--- config.mk ---
export PLATFORM = sky130hd
export DESIGN_NAME = ps2_mouse_rx
export DESIGN_NICKNAME = d
export VERILOG_FILES = /design/src/rtl/ps2_mouse_rx_pkg.sv /design/src/rtl/ps2_mouse_rx_line_filter.sv /design/src/rtl/ps2_mouse_rx.sv
export SDC_FILE = /design/constraint.sdc
export NUM_CORES = 1
export LEC_CHECK = 0
export CAP_MARGIN = 15
export CORE_ASPECT_RATIO = 0.6
export CORE_UTILIZATION = 59
export DETAILED_ROUTE_END_ITERATION = 8
export GPL_ROUTABILITY_DRIVEN = 1
export GPL_TIMING_DRIVEN = 0
export PLACE_DENSITY_LB_ADDON = 0.3
export SYNTH_ARGS = -nofsm -noshare
export SYNTH_HDL_FRONTEND = slang
export SYNTH_HIERARCHICAL = 1
export SYNTH_SLANG_ARGS = --single-unit
--- constraint.sdc ---
create_clock -name clk -period 4.76 [get_ports clk]
set_input_delay 1.428 -clock clk [delete_from_list [all_inputs] [get_ports clk]]
set_output_delay 1.428 -clock clk [all_outputs]
set_load 0.01 [all_outputs]
--- src/rtl/ps2_mouse_rx_pkg.sv ---
// ---------------------------------------------------------------------------
// ps2_pkg
// Shared types and constants for the PS/2 mouse receiver.
//   frame_state_t   : 11-bit frame decoder states
//   PKT_BYTES       : bytes per mouse packet (status, X, Y)
//   STATUS_SYNC_BIT : bit of the status byte that is always 1
//   DATA_BITS       : data bits per frame
//   odd_parity_ok() : true when data byte plus parity bit has odd weight
// ---------------------------------------------------------------------------
package ps2_pkg;

    typedef enum logic [1:0] {
        IDLE   = 2'd0,
        SHIFT  = 2'd1,
        PARITY = 2'd2,
        STOP   = 2'd3
    } frame_state_t;

    localparam int PKT_BYTES       = 3;
    localparam int STATUS_SYNC_BIT = 3;
    localparam int DATA_BITS       = 8;

    function automatic logic odd_parity_ok(input logic [7:0] data_byte,
                                           input logic       parity_bit);
        return ^{data_byte, parity_bit};
    endfunction

endpackage

--- src/rtl/ps2_mouse_rx_line_filter.sv ---
// ---------------------------------------------------------------------------
// ps2_line_filter
// Two-flop synchroniser followed by a debounce filter for one raw PS/2 line.
// The filtered level only moves after FILTER_LEN consecutive synchronised
// samples disagree with it, so shorter glitches never reach the decoder.
// Ports:
//   i_clk, i_reset : system clock, synchronous active-high reset
//   i_line         : raw asynchronous line (idles high)
//   o_level        : filtered level
//   o_fall         : one-cycle strobe, registered together with the 1->0
//                    transition of o_level
// ---------------------------------------------------------------------------
module ps2_line_filter #(
    parameter int FILTER_LEN = 8
) (
    input  logic i_clk,
    input  logic i_reset,
    input  logic i_line,
    output logic o_level,
    output logic o_fall
);

    localparam int CW = (FILTER_LEN > 1) ? $clog2(FILTER_LEN) : 1;
    localparam logic [CW-1:0] CNT_LAST = CW'(FILTER_LEN - 1);

    logic          r_sync1;
    logic          r_sync2;
    logic          r_level;
    logic          r_fall;
    logic [CW-1:0] r_cnt;

    always_ff @(posedge i_clk) begin
        if (i_reset) begin
            r_sync1 <= 1'b1;
            r_sync2 <= 1'b1;
            r_level <= 1'b1;
            r_fall  <= 1'b0;
            r_cnt   <= '0;
        end else begin
            r_sync1 <= i_line;
            r_sync2 <= r_sync1;
            r_fall  <= 1'b0;
            // r_cnt counts consecutive samples that differ from the current
            // level; any agreeing sample restarts the count.
            if (r_sync2 != r_level) begin
                if (r_cnt == CNT_LAST) begin
                    r_level <= r_sync2;
                    r_cnt   <= '0;
                    r_fall  <= r_level;  // old level 1 means this is a fall
                end else begin
                    r_cnt <= r_cnt + 1'b1;
                end
            end else begin
                r_cnt <= '0;
            end
        end
    end

    assign o_level = r_level;
    assign o_fall  = r_fall;

endmodule

--- src/rtl/ps2_mouse_rx.sv ---
// ---------------------------------------------------------------------------
// ps2_mouse_rx
// Receives PS/2 mouse traffic and presents the last good 3-byte packet.
// Ports:
//   clk, reset   : system clock, synchronous active-high reset
//   ps2_clk      : raw PS/2 clock line (asynchronous)
//   ps2_data     : raw PS/2 data line (asynchronous)
//   ps2_mouse    : {new_pkt, Y, X, status}; [23:0] holds the last packet
//   frame_err    : one-cycle pulse on parity or stop-bit error
//   sync_err     : one-cycle pulse when a leading byte lacks the sync bit
//   timeout_err  : one-cycle pulse when a partial frame/packet is aborted
// Handshake: ps2_mouse[24] is a valid strobe with no ready; the consumer
// must take [23:0] on the cycle [24] is high (the data also stays stable
// until the next strobe). All four pulses are mutually exclusive.
// ---------------------------------------------------------------------------
module ps2_mouse_rx
    import ps2_pkg::*;
#(
    parameter int FILTER_LEN = 8,
    parameter int TIMEOUT    = 43000
) (
    input  logic        clk,
    input  logic        reset,
    input  logic        ps2_clk,
    input  logic        ps2_data,
    output logic [24:0] ps2_mouse,
    output logic        frame_err,
    output logic        sync_err,
    output logic        timeout_err
);

    localparam int              TW        = $clog2(TIMEOUT + 1);
    localparam logic [TW-1:0]   TO_LAST   = TW'(TIMEOUT - 1);
    localparam logic [2:0]      BIT_LAST  = 3'(DATA_BITS - 1);
    localparam logic [1:0]      IDX_LAST  = 2'(PKT_BYTES - 1);

    logic w_clk_level;
    logic w_clk_fall;
    logic w_data;
    logic w_data_fall;
    logic w_unused;

    ps2_line_filter #(.FILTER_LEN(FILTER_LEN)) u_clk_filter (
        .i_clk   (clk),
        .i_reset (reset),
        .i_line  (ps2_clk),
        .o_level (w_clk_level),
        .o_fall  (w_clk_fall)
    );

    ps2_line_filter #(.FILTER_LEN(FILTER_LEN)) u_data_filter (
        .i_clk   (clk),
        .i_reset (reset),
        .i_line  (ps2_data),
        .o_level (w_data),
        .o_fall  (w_data_fall)
    );

    // Only the clock's fall and the data's level matter to the decoder.
    assign w_unused = ^{w_clk_level, w_data_fall};

    frame_state_t  r_state;
    logic [2:0]    r_bit_cnt;
    logic [7:0]    r_shift;
    logic          r_par_ok;
    logic [1:0]    r_idx;
    logic [7:0]    r_status;
    logic [7:0]    r_x;
    logic [23:0]   r_pkt;
    logic          r_new;
    logic          r_frame_err;
    logic          r_sync_err;
    logic          r_timeout_err;
    logic [TW-1:0] r_to_cnt;

    always_ff @(posedge clk) begin
        if (reset) begin
            r_state       <= IDLE;
            r_bit_cnt     <= '0;
            r_shift       <= '0;
            r_par_ok      <= 1'b0;
            r_idx         <= '0;
            r_status      <= '0;
            r_x           <= '0;
            r_pkt         <= '0;
            r_new         <= 1'b0;
            r_frame_err   <= 1'b0;
            r_sync_err    <= 1'b0;
            r_timeout_err <= 1'b0;
            r_to_cnt      <= '0;
        end else begin
            r_new         <= 1'b0;
            r_frame_err   <= 1'b0;
            r_sync_err    <= 1'b0;
            r_timeout_err <= 1'b0;

            if (w_clk_fall) begin
                // A fall always wins over a simultaneous expiry.
                r_to_cnt <= '0;
                case (r_state)
                    IDLE: begin
                        // A high start bit is treated as line noise.
                        if (!w_data) begin
                            r_state   <= SHIFT;
                            r_bit_cnt <= '0;
                        end
                    end
                    SHIFT: begin
                        r_shift <= {w_data, r_shift[7:1]};  // LSB first
                        if (r_bit_cnt == BIT_LAST) begin
                            r_state <= PARITY;
                        end else begin
                            r_bit_cnt <= r_bit_cnt + 3'd1;
                        end
                    end
                    PARITY: begin
                        r_par_ok <= odd_parity_ok(r_shift, w_data);
                        r_state  <= STOP;
                    end
                    STOP: begin
                        r_state <= IDLE;
                        if (w_data && r_par_ok) begin
                            if (r_idx == 2'd0) begin
                                // The status byte carries a constant 1 that
                                // lets us find packet boundaries again.
                                if (r_shift[STATUS_SYNC_BIT]) begin
                                    r_status <= r_shift;
                                    r_idx    <= 2'd1;
                                end else begin
                                    r_sync_err <= 1'b1;
                                end
                            end else if (r_idx != IDX_LAST) begin
                                r_x   <= r_shift;
                                r_idx <= r_idx + 2'd1;
                            end else begin
                                r_pkt <= {r_shift, r_x, r_status};
                                r_new <= 1'b1;
                                r_idx <= 2'd0;
                            end
                        end else begin
                            r_frame_err <= 1'b1;
                            r_idx       <= 2'd0;
                        end
                    end
                    default: r_state <= IDLE;
                endcase
            end else if (r_state != IDLE || r_idx != 2'd0) begin
                // Expiry returns everything to idle, so the counter stops
                // and cannot wrap.
                if (r_to_cnt == TO_LAST) begin
                    r_state       <= IDLE;
                    r_idx         <= 2'd0;
                    r_timeout_err <= 1'b1;
                    r_to_cnt      <= '0;
                end else begin
                    r_to_cnt <= r_to_cnt + 1'b1;
                end
            end else begin
                r_to_cnt <= '0;
            end
        end
    end

    assign ps2_mouse   = {r_new, r_pkt};
    assign frame_err   = r_frame_err;
    assign sync_err    = r_sync_err;
    assign timeout_err = r_timeout_err;

endmodule
## Yosys cells after proc, flatten, opt, wreduce, memory -nomap -nowiden

Index checks and enable logic that the tools add are counted.

| cells by class | value |
|---|---|
| muxes and demuxes | 19 |
| reduce and logical (&&, ||, !) cells | 28 |
| eq/ne operators | 16 |
| add/subtract/negate cells | 5 |
| bitwise gates (word level) | 9 |

Operator list:

| operator | count |
|---|---|
| $mux W2 | 11 |
| $add A16 B1 Y16 const B | 1 |
| $eq A16 B16 Y1 const B | 1 |
| $reduce_and A5 Y1 | 3 |
| $reduce_or A3 Y1 | 5 |
| $reduce_and A4 Y1 | 3 |
| $reduce_bool A2 Y1 | 5 |
| $reduce_or A5 Y1 | 2 |
| $add A3 B1 Y3 const B | 3 |
| $eq A3 B3 Y1 const B | 3 |
| $not A1 Y1 | 9 |
| $reduce_xor A9 Y1 | 1 |
| $ne A2 B2 Y1 const B | 4 |
| $pmux W2 S4 | 1 |
| $reduce_and A2 Y1 | 4 |
| $mux W3 | 2 |
| $ne A3 B3 Y1 const B | 2 |
| $pmux W3 S2 | 1 |
| $eq A2 B2 Y1 const B | 2 |
| $logic_not A2 Y1 | 2 |
| $mux W1 | 4 |
| $ne A4 B4 Y1 const B | 1 |
| $reduce_or A4 Y1 | 1 |
| $add A2 B1 Y2 const B | 1 |
| 4 further kinds | 5 |

| word-level totals | value |
|---|---|
| register bits | 89 |
| word-level logic and storage cells | 99 |
| output and inout port bits | 28 |

## Depth between registers and ports, before layout

Gate-level depths: netlist (run 1).

| logic depth | value |
|---|---|
| word-level depth | 6 |
| depth in mapped cells | 7 |
| gate-level depth less buffers | 6 |

## Modules after synthesis

The synthesis (run 1) kept the hierarchy.

By module, submodules not included:

| module | times used | area an instance (um2) | cells an instance |
|---|---|---|---|
| ps2_mouse_rx | 1 | 3135.5 | 347 |
| ps2_line_filter | 2 | 239.0 | 18 |

## Worst setup path after synthesis (run 1)

OpenSTA, ideal clock, no wires.

| timing | value |
|---|---|
| path kind | input-to-reg |
| start | input reset |
| end | register r_to_cnt[9] |
| arrival time | 2327 ps |
| slack | 2371 ps |
| setup time | 62 ps |
| stages | 5 |
| cells stage by stage | clkbuf_1 > or3b_1 > buf_6 > buf_12 > nor2_4 |

| on the way | value |
|---|---|
| longest elaborated chain between the ends | 1 |

Ends and longest elaborated chain:

| element | line | text |
|---|---|---|
| from (decl) | ps2_mouse_rx.sv:23 | `input logic reset,` |
| $reduce_or A4 Y1 (no source line) | n/a |  |
| to (signal assigned) | ps2_mouse_rx.sv:156 | `r_to_cnt <= r_to_cnt + 1'b1;` |
| to (decl) | ps2_mouse_rx.sv:74 | `logic [TW-1:0] r_to_cnt;` |

No other way between the ends.
A chain may end at the register's enable or synchronous reset.

==> results.sh, run 1 <==
export IMPL_status="finished clean"
export IMPL_ys_warn_count=6
export IMPL_syn_area_per_cell_um2=9.40
export IMPL_grt_pass1_wl_um=13000
export IMPL_layout_common_cells="dfxtp_1, nand2_1, a21oi_1"
export IMPL_met1_usage=0.374
export IMPL_drive_gt1_frac=0.107
export IMPL_htreeDepth=3
export IMPL_drt_total_wl_um=7890
export IMPL_setup_viol=0
export IMPL_synthesis_nets=396
export IMPL_rr_startpoint="r_state[0]"
export IMPL_viasPerCell=5.63
export IMPL_routedWlPerCell_um=15.5
export IMPL_finalClockSkew_ns=0.0107
export IMPL_gp_congestion=0.809
export IMPL_n_antenna_cell=0
export IMPL_synth_area_mm2=0.00358
export IMPL_route_detailed_drc=0
export IMPL_clk_latency_ns=0.37
export IMPL_grt_util_all_layers=0.267
export IMPL_maxSlewHeadroom=0.508
export IMPL_reg2reg_depth=6
export IMPL_drv_slew=0
export IMPL_min_period_over_period=0.613
export IMPL_startpoint="reset"
export IMPL_antenna_left=0
export IMPL_port_buffers=31
export IMPL_cts_num_sinks=89
export IMPL_die_height_um=62.3
export IMPL_vias=2860
export IMPL_total_power_mw=1.35
export IMPL_cts_setup_buffers=0
export IMPL_powerDensity_mw_per_mm2=320
export IMPL_met2_usage=0.394
export IMPL_max_freq_mhz=343
export IMPL_start_util=0.628
export IMPL_syn_inst=381
export IMPL_fp_dieW_um=103
export IMPL_cp_start_kind="input pin"
export IMPL_critPathRequiredTime_ns=5.01
export IMPL_rrSetupSlack_ns=2.74
export IMPL_path_clk_slew_ns=0.09
export IMPL_hold_buffers=0
export IMPL_whs_ns=0.414
export IMPL_grt_pass1_vias=2692
export IMPL_rows=21
export IMPL_ir_worst_vdd_v=0.000205
export IMPL_grt_util_met3=0.0800
export IMPL_end_kind="register"
export IMPL_leakagePower_nw=1.51
export IMPL_tritoncts="built"
export IMPL_num_io_pins=32
export IMPL_final_common_cell="dfxtp_1"
export IMPL_critPathCapture="r_par_ok"
export IMPL_critical_path_class="input pin to register"
export IMPL_drv_cap=0
export IMPL_overflow=0
export IMPL_drtIter0Drc=188
export IMPL_hold_class="register to register"
export IMPL_cts_resized_gates=0
export IMPL_setup_tns_ns=0
export IMPL_path_max_fanout=14
export IMPL_cts_buffers=9
export IMPL_dieArea_mm2=0.00640
export IMPL_clock_root_buffer="clkbuf_8"
export IMPL_final_nets=438
export IMPL_r2r_end="r_bit_cnt[1]"
export IMPL_rsz0062_at_grt="false"
export IMPL_syn_to_final_growth_pct=17.8
export IMPL_antenna_found_initial=0
export IMPL_hold_viol_final=0
export IMPL_period_needed_ns=2.92
export IMPL_grt_max_degree=16
export IMPL_timing_worst_slew_pin_value_ns=0.731
export IMPL_dr_pass1_iters=5
export IMPL_clockBufferDepth=2
export IMPL_core_mm2=0.00570
export IMPL_dp_hpwl_um=5410
export IMPL_worstPathArrival_ns=3.17
export IMPL_grt_most_used_layer="met2"
==> metrics by stage <==
stage / cell area (um2) / setup slack, ns / util / cells
after floorplan: 3580 / 2.37 / - / 381
after global placement: 3990 / 1.50 / 0.700 / 492
after detailed placement: 3990 / 1.46 / 0.700 / 492
after CTS: 4220 / 1.84 / 0.740 / 508
after global routing: 4220 / 1.73 / 0.740 / 508
final: 4220 / 1.84 / 0.740 / 508
==> cell type report <==
class / instances / area [um2]
timing repair buffer: 31 / 310
clock buffer: 10 / 138
tap: 80 / 100
sequential: 89 / 1780
inverter: 6 / 22.5
buffer: 22 / 128
clock inverter: 6 / 90.1
multi-input combinational: 264 / 1650
fill: 424 / 1480
==> state kept, by name, indices dropped and copies added, names as in the netlist, 2 cells and up <==
| name | count |
|---|---|
| r_bit_cnt | 3 |
| r_idx | 2 |
| r_pkt | 24 |
| r_shift | 8 |
| r_state | 2 |
| r_status | 8 |
| r_to_cnt | 16 |
| r_x | 8 |
| u_clk_filter/r_cnt | 3 |
| u_data_filter/r_cnt | 3 |
==> routing by layer <==
| metal | vias to the layer above | wire [um] | part of all wire |
|---|---|---|---|
| met2 | 104 | 3540 | 0.45 |
| met1 | 1360 | 3700 | 0.47 |
| li1 | 1376 | - | - |
| met3 | 20 | 521 | 0.066 |
| met5 | - | 0 | 0 |
| met4 | 0 | 128 | 0.016 |
==> power breakdown <==
part	total, mW	leakage, nW	switching (mW)	internal, mW
clock	0.584	0.113	0.272	0.312
combinational	0.0180	0.678	0.0125	0.00547
sequential	0.747	0.718	0.000994	0.746
==> worst min path at each step <==
stage	from	endpoint	depth (start not counted)
2_1_floorplan	u_clk_filter/r_sync1	u_clk_filter/r_sync2	1
3_3_place_gp	u_clk_filter/r_sync1	u_clk_filter/r_sync2	1
3_5_place_dp	u_clk_filter/r_sync1	u_clk_filter/r_sync2	1
4_1_cts	u_clk_filter/r_sync1	u_clk_filter/r_sync2	1
5_1_grt	u_clk_filter/r_sync1	u_clk_filter/r_sync2	1
6_report	u_clk_filter/r_sync1	u_clk_filter/r_sync2	1
==> critical path, cell delays in order <==
cell and delay, ns:
clkdlybuf4s50_1 0.72, clkbuf_1 0.31, clkbuf_1 0.44, nand3b_1 0.18, o211ai_1 0.10
Note: power is estimated with default switching activity, not from simulation.
==> run 2, diff against run 1 <==
CORE_UTILIZATION = 51   (was 59)
clock period = 2.58 ns   (was 4.76 ns; I/O delays follow)
==> run 2 against run 1 <==
Net effect: total power rose by 100%; utilization decreased by 10 points; clock power rose by 130%; sequential share of layout area decreased by 0.89 points; clock-buffer cell count decreased by 1; design area rose by 2.2%; worst hold slack worse by 0.0048 ns; non-clock buffer count is the same; sequential cell count stayed put; critical path depth unchanged; register-to-register slack got worse by 2.0 ns; critical endpoint unchanged; largest power group unchanged.
==> results.sh, run 2 (synthesis gave the netlist of run 1 again) <==
export IMPL_status="finished clean"
export IMPL_rsz0062_at_grt="false"
export IMPL_critPathSlowestCell="clkdlybuf4s50_1"
export IMPL_maxSlewHeadroom=0.632
export IMPL_intPower_mw=2.16
export IMPL_met2_usage=0.297
export IMPL_routedWlPerCell_um=13.9
export IMPL_dieArea_mm2=0.00737
export IMPL_drv_slew=0
export IMPL_gp_congestion=0.810
export IMPL_critical_path_class="input pin to register"
export IMPL_dp_cells=499
export IMPL_cts_resized_gates=0
export IMPL_hold_buffers=0
export IMPL_crit_chain="clkdlybuf4s50_1, clkbuf_1, clkbuf_1, nand3b_1, o211ai_1"
export IMPL_path_clk_slew_ns=0.07
export IMPL_path_max_fanout=14
export IMPL_critical_path_buf_inv_count=3
export IMPL_cts_setup_buffers=0
export IMPL_final_common_cell="dfxtp_1"
export IMPL_period_needed_ns=2.32
export IMPL_rrSetupSlack_ns=0.71
export IMPL_port_buffers=31
export IMPL_clock_root_buffer="clkbuf_16"
export IMPL_core_mm2=0.00673
export IMPL_grt_pass1_wl_um=11600
export IMPL_hold_class="register to register"
export IMPL_overflow=0
export IMPL_cts_buffers=9
export IMPL_total_power_mw=2.76
export IMPL_final_core_util=0.640
export IMPL_die_height_um=66.9
export IMPL_stdcell_count=515
export IMPL_drtIter0Drc=126
export IMPL_htreeDepth=3
export IMPL_worstPathArrival_ns=2.55
export IMPL_top_register="r_pkt"
export IMPL_p_comb_frac=0.012
export IMPL_grt_max_degree=18
export IMPL_min_period_over_period=0.900
export IMPL_num_io_pins=32
export IMPL_top_regs="r_pkt (24), r_to_cnt (16)"
export IMPL_pwr_share_clk=0.488
export IMPL_cts_num_sinks=89
export IMPL_fp_dieW_um=110
export IMPL_grt_util_met3=0.0685
export IMPL_vias=2712
export IMPL_end_kind="register"
export IMPL_clk_latency_ns=0.34
export IMPL_grt_util_all_layers=0.214
export IMPL_switching_power_mw=0.601
export IMPL_pwr_share_seq=0.500
export IMPL_grt_pass1_vias=2362
export IMPL_syn_to_final_growth_pct=20.4
export IMPL_slowest_delay_ns=0.72
export IMPL_drt_total_wl_um=7180
export IMPL_finalClockSkew_ns=0.00889
export IMPL_register_area_mm2=0.00178
export IMPL_worstHoldStart="u_clk_filter/r_sync1"
export IMPL_p_sw_frac=0.218
export IMPL_antenna_found_initial=0
export IMPL_start_util=0.532
export IMPL_cp_start_kind="input pin"
export IMPL_grt_most_used_layer="met1"
export IMPL_dr_pass1_iters=4
export IMPL_setup_viol=0
export IMPL_startpoint="reset"
export IMPL_powerDensity_mw_per_mm2=640
export IMPL_multi_input_area_mm2=0.00165
export IMPL_viasPerCell=5.27
export IMPL_placed_area_mm2=0.00400
export IMPL_fill_cells=557
export IMPL_critPathRequiredTime_ns=2.81
export IMPL_route_detailed_drc=0
export IMPL_crit_family="buffers and inverters"
export IMPL_drv_cap=0
export IMPL_largest_reg_flops=24
export IMPL_max_freq_mhz=430
export IMPL_leakagePower_nw=1.54
export IMPL_antenna_left=0
export IMPL_drive_gt1_frac=0.107
export IMPL_layout_common_cells="dfxtp_1, nand2_1, a21oi_1"
export IMPL_timing_worst_slew_pin_value_ns=0.547
export IMPL_final_nets=438
export IMPL_hold_viol_final=0
export IMPL_dp_hpwl_um=5080
export IMPL_n_antenna_cell=0
export IMPL_ir_worst_vdd_v=0.000399
export IMPL_clockBufferDepth=2
export IMPL_met1_usage=0.306
export IMPL_rows=23
export IMPL_rr_startpoint="r_state[0]"
export IMPL_tritoncts="built"
export IMPL_fin_area_mm2=0.00431
export IMPL_cp_common_cell="clkbuf_1"
==> run 2: path summary, 6_finish.rpt <==
check | depth (start not counted) | to
setup reg to reg | 6 | r_pkt[8]
setup / recovery | 5 | r_par_ok
hold reg to reg | 1 | u_clk_filter/r_sync2
hold / removal | 1 | u_clk_filter/r_sync2
==> run 2: stage by stage <==
step | setup WS [ns] | hold WS (ns) | TNS (ns)
after floorplan | 0.845 | 0.389 | 0
after global placement | -0.0596 | 0.393 | -0.0596
after detailed placement | -0.0957 | 0.392 | -0.0957
after CTS | 0.271 | 0.408 | 0
after global routing | 0.0956 | 0.422 | 0
final | 0.257 | 0.409 | 0
==> run 2: power by group through the flow <==
stage / logic, mW / registers [mW] / clock network, mW
final: 0.0327 / 1.38 / 1.35
after global routing: 0.0364 / 1.38 / 1.44
after detailed placement: 0.0324 / 1.41 / 0
after CTS: 0.0326 / 1.38 / 1.37
after global placement: 0.0320 / 1.41 / 0
after floorplan: 0.0179 / 1.41 / 0
==> run 2: area by class of cell <==
cell class	count	area share
Sequential cell	89	0.413
Multi-Input combinational cell	264	0.383
Timing Repair Buffer	31	0.0720
Clock buffer	9	0.0522
Buffer	22	0.0296
Tap cell	87	0.0253
Clock inverter	7	0.0197
Inverter	6	0.00522
==> run 2: per-layer routing <==
layer	share of wire	wire [um]
met1	0.50	3620
met2	0.41	2940
met3	0.076	549
met4	0.0089	64
met5	0	0
==> run 2: worst register-to-register path: stages (launching register included) <==
cell	delay, ns
dfxtp_1	0.35
ha_1	0.24
and4_1	0.24
nand3_1	0.31
clkbuf_1	0.41
nand2_1	0.10
a21oi_1	0.15
